<file path="config.mk">
export PLATFORM = sky130hd
export DESIGN_NAME = z80_bus_target
export DESIGN_NICKNAME = d
export VERILOG_FILES = /design/src/rtl/z80_bus_target.sv
export SDC_FILE = /design/constraint.sdc
export NUM_CORES = 1
export LEC_CHECK = 0
export BUFFER_PORTS_ARGS = -buffer_cell sky130_fd_sc_hd__buf_2
export CORE_MARGIN = 5
export CORE_UTILIZATION = 25
export DETAILED_ROUTE_END_ITERATION = 8
export SLEW_MARGIN = 30
export SYNTH_ARGS = -nofsm -noshare
export SYNTH_HDL_FRONTEND = slang
export SYNTH_SLANG_ARGS = --single-unit
</file>
<file path="constraint.sdc">
create_clock -name clk -period 2.6 [get_ports clk]
set_input_delay 0.39 -clock clk [delete_from_list [all_inputs] [get_ports clk]]
set_output_delay 0.39 -clock clk [all_outputs]
set_load 0.01 [all_outputs]
</file>
<file path="src/rtl/z80_bus_target.sv">
// z80_bus_target: responder side of the Z80 external bus.
// Turns each CPU memory / I/O cycle into exactly one req/ack transaction on a
// synchronous backend port and holds wait_n low until the backend answers.
// Interrupt-acknowledge cycles are answered locally with int_vector.
// Refresh cycles are ignored.
//
// Ports:
//   clk, reset_n        clock, asynchronous active-low reset
//   A, cpu_dout         CPU address and write data
//   cpu_di              registered read data / interrupt vector to the CPU
//   m1_n .. rfsh_n      registered, active-low CPU strobes
//   wait_n              combinational wait request to the CPU (active low)
//   int_vector, int_ack vector for INTA, one-cycle pulse when INTA is serviced
//   be_req .. be_wdata  backend request (level), direction, space, addr, data
//   be_rdata, be_ack    backend read data and completion
//   timeout             one-cycle pulse when an access is abandoned
module z80_bus_target #(
  parameter int unsigned TIMEOUT    = 255,
  parameter logic [7:0]  FLOAT_DATA = 8'hFF
) (
  input  logic        clk,
  input  logic        reset_n,
  input  logic [15:0] A,
  input  logic [7:0]  cpu_dout,
  output logic [7:0]  cpu_di,
  input  logic        m1_n,
  input  logic        mreq_n,
  input  logic        iorq_n,
  input  logic        rd_n,
  input  logic        wr_n,
  input  logic        rfsh_n,
  output logic        wait_n,
  input  logic [7:0]  int_vector,
  output logic        int_ack,
  output logic        be_req,
  output logic        be_we,
  output logic        be_io,
  output logic [15:0] be_addr,
  output logic [7:0]  be_wdata,
  input  logic [7:0]  be_rdata,
  input  logic        be_ack,
  output logic        timeout
);

  localparam int unsigned CNT_W  = 16;
  localparam int unsigned ADDR_W = 16;
  localparam int unsigned DATA_W = 8;

  typedef enum logic [1:0] {
    IDLE = 2'd0,
    REQ  = 2'd1,
    HOLD = 2'd2
  } state_t;

  state_t             state, state_d;
  logic [CNT_W-1:0]   cnt, cnt_d;
  logic [DATA_W-1:0]  cpu_di_d;
  logic               be_req_d, be_we_d, be_io_d;
  logic [ADDR_W-1:0]  be_addr_d;
  logic [DATA_W-1:0]  be_wdata_d;
  logic               int_ack_d, timeout_d;

  logic mem_start, io_start, inta, expired;

  // Strobe decode on the current (already registered) CPU strobes.
  assign mem_start = !mreq_n && rfsh_n && (!rd_n || !wr_n);
  assign io_start  = !iorq_n && m1_n && (!rd_n || !wr_n);
  assign inta      = !iorq_n && !m1_n;
  assign expired   = (cnt == CNT_W'(TIMEOUT - 1));

  // Wait is pulled low in the strobe cycle itself so the CPU sees it in T2;
  // gated by reset_n so it releases immediately on a mid-cycle reset.
  assign wait_n = !reset_n ||
                  !(((state == IDLE) && (mem_start || io_start) && !inta) ||
                    (state == REQ));

  // State and registered outputs.
  always_ff @(posedge clk or negedge reset_n) begin
    if (!reset_n) begin
      state    <= IDLE;
      cnt      <= '0;
      cpu_di   <= '0;
      be_req   <= 1'b0;
      be_we    <= 1'b0;
      be_io    <= 1'b0;
      be_addr  <= '0;
      be_wdata <= '0;
      int_ack  <= 1'b0;
      timeout  <= 1'b0;
    end else begin
      state    <= state_d;
      cnt      <= cnt_d;
      cpu_di   <= cpu_di_d;
      be_req   <= be_req_d;
      be_we    <= be_we_d;
      be_io    <= be_io_d;
      be_addr  <= be_addr_d;
      be_wdata <= be_wdata_d;
      int_ack  <= int_ack_d;
      timeout  <= timeout_d;
    end
  end

  // Next-state and next-output logic.
  always_comb begin
    state_d    = state;
    cnt_d      = cnt;
    cpu_di_d   = cpu_di;
    be_req_d   = be_req;
    be_we_d    = be_we;
    be_io_d    = be_io;
    be_addr_d  = be_addr;
    be_wdata_d = be_wdata;
    int_ack_d  = 1'b0;
    timeout_d  = 1'b0;

    case (state)
      IDLE: begin
        // INTA takes priority over an I/O start seen in the same cycle.
        if (inta) begin
          cpu_di_d  = int_vector;
          int_ack_d = 1'b1;
          state_d   = HOLD;
        end else if (mem_start || io_start) begin
          be_addr_d  = A;
          be_we_d    = !wr_n;
          be_io_d    = !iorq_n;
          be_wdata_d = cpu_dout;
          be_req_d   = 1'b1;
          cnt_d      = '0;
          state_d    = REQ;
        end
      end

      REQ: begin
        cnt_d = cnt + CNT_W'(1);
        // Ack wins over expiry in the same cycle.
        if (be_ack) begin
          be_req_d = 1'b0;
          if (!be_we) cpu_di_d = be_rdata;
          state_d = HOLD;
        end else if (expired) begin
          be_req_d  = 1'b0;
          if (!be_we) cpu_di_d = FLOAT_DATA;
          timeout_d = 1'b1;
          state_d   = HOLD;
        end
      end

      HOLD: begin
        // Wait for the CPU to end the cycle so one cycle = one transaction.
        if (mreq_n && iorq_n) state_d = IDLE;
      end

      default: state_d = IDLE;
    endcase
  end

endmodule

</file>
# --- Word level (Yosys, flattened, before mapping) ---
# Index checks and enable logic that the tools add are counted.
totals:
  in_bits: 49
  wordCells: 75
  output_inout_bits: 38
  ff_bits: 55
op_classes:
  addsub: 1
  bitwise: 1
  muxes: 25
  eq_ne: 11
  n_reduce_logical: 27
ops:
  columns: ["op", "count"]
  rows:
  - ["$mux 8", 5]
  - ["$mux 16", 2]
  - ["$pmux 16 s2", 1]
  - ["$add 16x1->16 const B", 1]
  - ["$eq 16x8->1 const B", 1]
  - ["$pmux 8 s2", 1]
  - ["$mux 2", 5]
  - ["$mux 1", 9]
  - ["$ne 3x3->1 const B", 3]
  - ["$reduce_and 3->1", 3]
  - ["$logic_and 1x1->1", 8]
  - ["$logic_not 1->1", 8]
  - ["$ne 2x2->1 const B", 3]
  - ["$pmux 2 s3", 1]
  - ["$reduce_and 5->1", 1]
  - ["$logic_or 1x1->1", 4]
  - ["$reduce_and 4->1", 1]
  - ["$ne 3x2->1 const B", 1]
  - ["$eq 2x1->1 const B", 1]
  - ["$eq 2x2->1 const B", 1]
  - ["$logic_not 2->1", 1]
  - ["$ne 2x1->1 const B", 1]
  - ["$pmux 1 s2", 1]
  - ["$reduce_bool 2->1", 1]
  - ["$not 1->1", 1]

# --- Depth between registers and ports, before layout ---
logic_depth:
  word_depth: 9
  mapped_depth: 6
  mapped_depth_nobuf: 6

# --- Least setup slack after synthesis ---
# Ideal clock, no wire load.
synth_path:
  path_kind: "input to output"
  from: "input port iorq_n"
  to: "output port wait_n"
  slack_ps: 607
  required_time_ps: 2210
  arrival_ps: 1603
  n_path_buf: 2
  path_stages: 5
  cell_sequence: "nand2b_2 a311o_2 buf_6 buf_2 or2_2"
synth_via:
  elab_chain_len: 9
  word_cells_on_any_way: 11
  cone_classes: "11 x reduce/logical"
synth_rtl:
  columns: ["item", "line", "source"]
  rows:
  - ["start: declaration", "28", "input logic iorq_n,"]
  - ["$logic_not 1->1 (*)", "67, 68", null]
  - ["$logic_and 1x1->1 (2 in a row)", "67", "assign io_start = !iorq_n && m1_n && (!rd_n || !wr_n);"]
  - ["$logic_or 1x1->1", "74", "!(((state == IDLE) && (mem_start || io_start) && !inta) ||"]
  - ["$logic_and 1x1->1", "74", null]
  - ["$logic_and 1x1->1 (*)", "74", null]
  - ["$logic_or 1x1->1 (*)", "74", null]
  - ["$logic_not 1->1 (*)", "74", null]
  - ["$logic_or 1x1->1 (*)", "73", "assign wait_n = !reset_n ||"]
  - ["end: declaration", "32", "output logic wait_n,"]
# Mark *: on every way between the ends. The rest lies on a longest branch, timed or not.

# --- Final worst setup path ---
layout_path:
  from: "register state[0]"
  to: "output port wait_n"
layout_via:
  elab_chain_len: 6
  word_cells_on_any_way: 7
  cone_classes: "1 x eq/ne; 6 x reduce/logical"
layout_rtl:
  columns: ["item", "line", "source"]
  rows:
  - ["start: declaration", "55", "state_t state, state_d;"]
  - ["start signal: assignment", "91", "state <= state_d;"]
  - ["$logic_not 2->1", "74", null]
  - ["$logic_and 1x1->1 (2 in a row)", "74", null]
  - ["$logic_or 1x1->1 (*)", "74", null]
  - ["$logic_not 1->1 (*)", "74", null]
  - ["$logic_or 1x1->1 (*)", "73", null]
# Marked as above.

==> impl_metrics.toml <==
[logic_synthesis]
avgSynthCellArea_sq_um = 9.18
synth_xor_area_share_pct = 0
yosysUniqueCellTypes = 37
synthFlopType = "dfrtp_1"
synth_compound_area_share_pct = 10.9
synth_seq_cells = 55
synth_commonest_cells = "89 x nand2_1, 55 x dfrtp_1, 16 x inv_1"
syn_area_sq_mm = 0.00261
synth_nets = 335
yosys-top-cells-area = "dfrtp_1 53%, nand2_1 13%, mux2_2 3.5%"
synth_most_common_cell = "nand2_1"
ys_warn_count = 0
synth_edf_count = 0
synth_adder_area_share_pct = 0.960
ys_seq_area_share_pct = 52.8
synth_top_area_cell = "dfrtp_1"
synthArstFlopShare_pct = 100
synth_top_area_share_pct = 52.8
synth-simple-area-share_pct = 25.3
synth_cells = 284
synth_top_family_by_area = "simple AND/OR/NAND/NOR gates"
synthMuxAreaShare_pct = 4.99

[place]
pre_cts_slack_ps = 401
port_buffers = 86
gp_congestion = 0.768
dpl.hpwl_mm = 4.64

[worst_hold_path]
hp-class = "input pin to async pin"

[clock_network]
clock_latency_ps = 310
cts.sinks = 55
postCtsResizedCells = 0
postCtsSetupBuffers = 0
hold_buffers = 0
clock_path_buffers = 2
clkTransAtPathRegs_ps = 100
cts_buffers = 5
htreeDepth = 2
cts_root_buffer = "clkbuf_8"
tritoncts = "built"

[floorplan]
die-height_um = 112
initial_core_util_pct = 25.5
dieArea_sq_mm = 0.0126
die_w_um = 112
num_io_pins = 87
rows = 37
core_sq_mm = 0.0102

[critical_path]
rrSetupSlack_ps = 550
path_cells = "and3b_1 > a311o_2 > or2_2 > buf_2"
crit_type = "flip-flop to primary output"
crit_required_ps = 2210
cp_top_family = "compound AO/OA/AOI/OAI gates"
cp_slowest_cell = "a311o_2"
cp.depth = 4
crit_buf_inv = 1
critPathCaptureType = "primary output"
critical_path.max_stage_delay_ps = 540
critical_path.max_fanout = 27
worst_setup_path_start_kind = "flip-flop"
crit_arrival_ps = 1960
reg2reg_depth = 4

[sta]
setup_slack_ps = 251
worstMarginPinSlew_ps = 697
relSlewSlack_pct = 53.5
finalCritPeriodShare_pct = 90.3
fin_setup_tns_ps = 0
finalHoldViolCount = 0
fin_skew_ps = 9.26
period_needed_ps = 2350
drv_slew = 0
rsz0062_at_grt = "no"
fmax_mhz = 426
setup_viol = 0

[run]
cap_violations = 0

[pwr]
total_power_mw = 2.87
p_per_area_mw_per_mm2 = 874
irDropWorstVdd_mv = 0.435
total_leakage_power_nw = 1.63

[route]
wire_per_inst_um = 12.7
route.detailed.drc = 0
wl_mm = 6.40
drt_first_pass_iters = 4
routed_via_density = 4.49
drtIter0Drc = 131
antenna_left = 0
via_count = 2257

[status]
outcome = "finished clean"

[final_layout]
post-route-util_pct = 32.1
drive_gt1_share_pct = 31.1
area_delta_synth_final_pct = 26.0
layout.nets = 417
diodes = 0

[grt]
grtUsageTotal_pct = 10.2
grt_pass1_vias = 2288
grt_max_degree = 56
antenna_found_initial = 1
grt-ovfl-total = 0
grt_pass1_wl_mm = 10.9
-- path summary, 6_finish.rpt --
check	endpoint	from
max in group asynchronous	be_addr[12]	reset_n
worst min-delay path	be_addr[7]	reset_n
worst min register to register	be_addr[14]	be_addr[14]
worst max-delay path	wait_n	state[0]
worst max register to register	cpu_di[5]	cnt[12]
min in group clk	be_addr[14]	A[14]
-- per-layer routing --
layer	part of all wire (%)	GRT usage, %	vias to the layer above
met5	0.20	0	-
met2	50	17.7	55
met3	5.4	2.70	8
met4	0.95	2.64	2
met1	43	12.7	1070
li1	-	-	1122
-- cell type report --
cell class                      count  area, sq um
Sequential cell                    55         1380
Timing Repair Buffer               90          460
Fill cell                        1065         6950
Tap cell                          136          170
Inverter                           16         60.1
Multi-Input combinational cell    198         1110
Clock buffer                        7         96.3
Clock inverter                      1         7.51
-- stage by stage --
| stage | hold slack (ps) | cells | instance area (sq um) |
|---|---|---|---|
| after global placement | 455 | 495 | 3180 |
| final | 221 | 503 | 3280 |
| after CTS | 255 | 503 | 3280 |
| after global routing | 256 | 503 | 3280 |
| after floorplan | 94.4 | 284 | 2610 |
| after detailed placement | 458 | 495 | 3180 |
-- placed cells by master (no fill, tap or decap), types with 2 or more instances in the layout --
master / n
o31ai_1: 8
and4_1: 3
nand3_1: 3
clkbuf_8: 7
inv_1: 16
mux2i_1: 4
nor3_1: 4
buf_2: 86
nand2_1: 89
a31oi_1: 8
nor2b_1: 2
o21ai_0: 9
dfrtp_1: 55
or3_1: 2
ha_1: 2
nand4_1: 4
buf_4: 4
mux2_2: 8
nand2b_1: 3
a21oi_1: 13
nor4_1: 4
or2_2: 2
or4_1: 8
nor2_1: 10
-- logic make-up (layout without fill, tap and decap cells) --
group	Yosys count	after routing
buf+inv	31	114
fa+ha+maj	2	2
flops	55	55
simple gates	141	141
compound gates	43	43
mux	12	12
-- where the power goes --
group          internal [mW]  leakage [nW]  switching [mW]
Sequential              1.15         0.699           0.180
Clock                  0.243        0.0505           0.278
Combinational          0.432         0.884           0.588
Total                   1.82          1.63            1.05
-- registers in the layout, summed over array words and instances, names as in the netlist --
signal and flops:
cnt 16, be_addr 16, int_ack 1, state 2, be_we 1, cpu_di 8
be_io 1, be_req 1, be_wdata 8, timeout 1
Power figures use the tool's default switching activity.
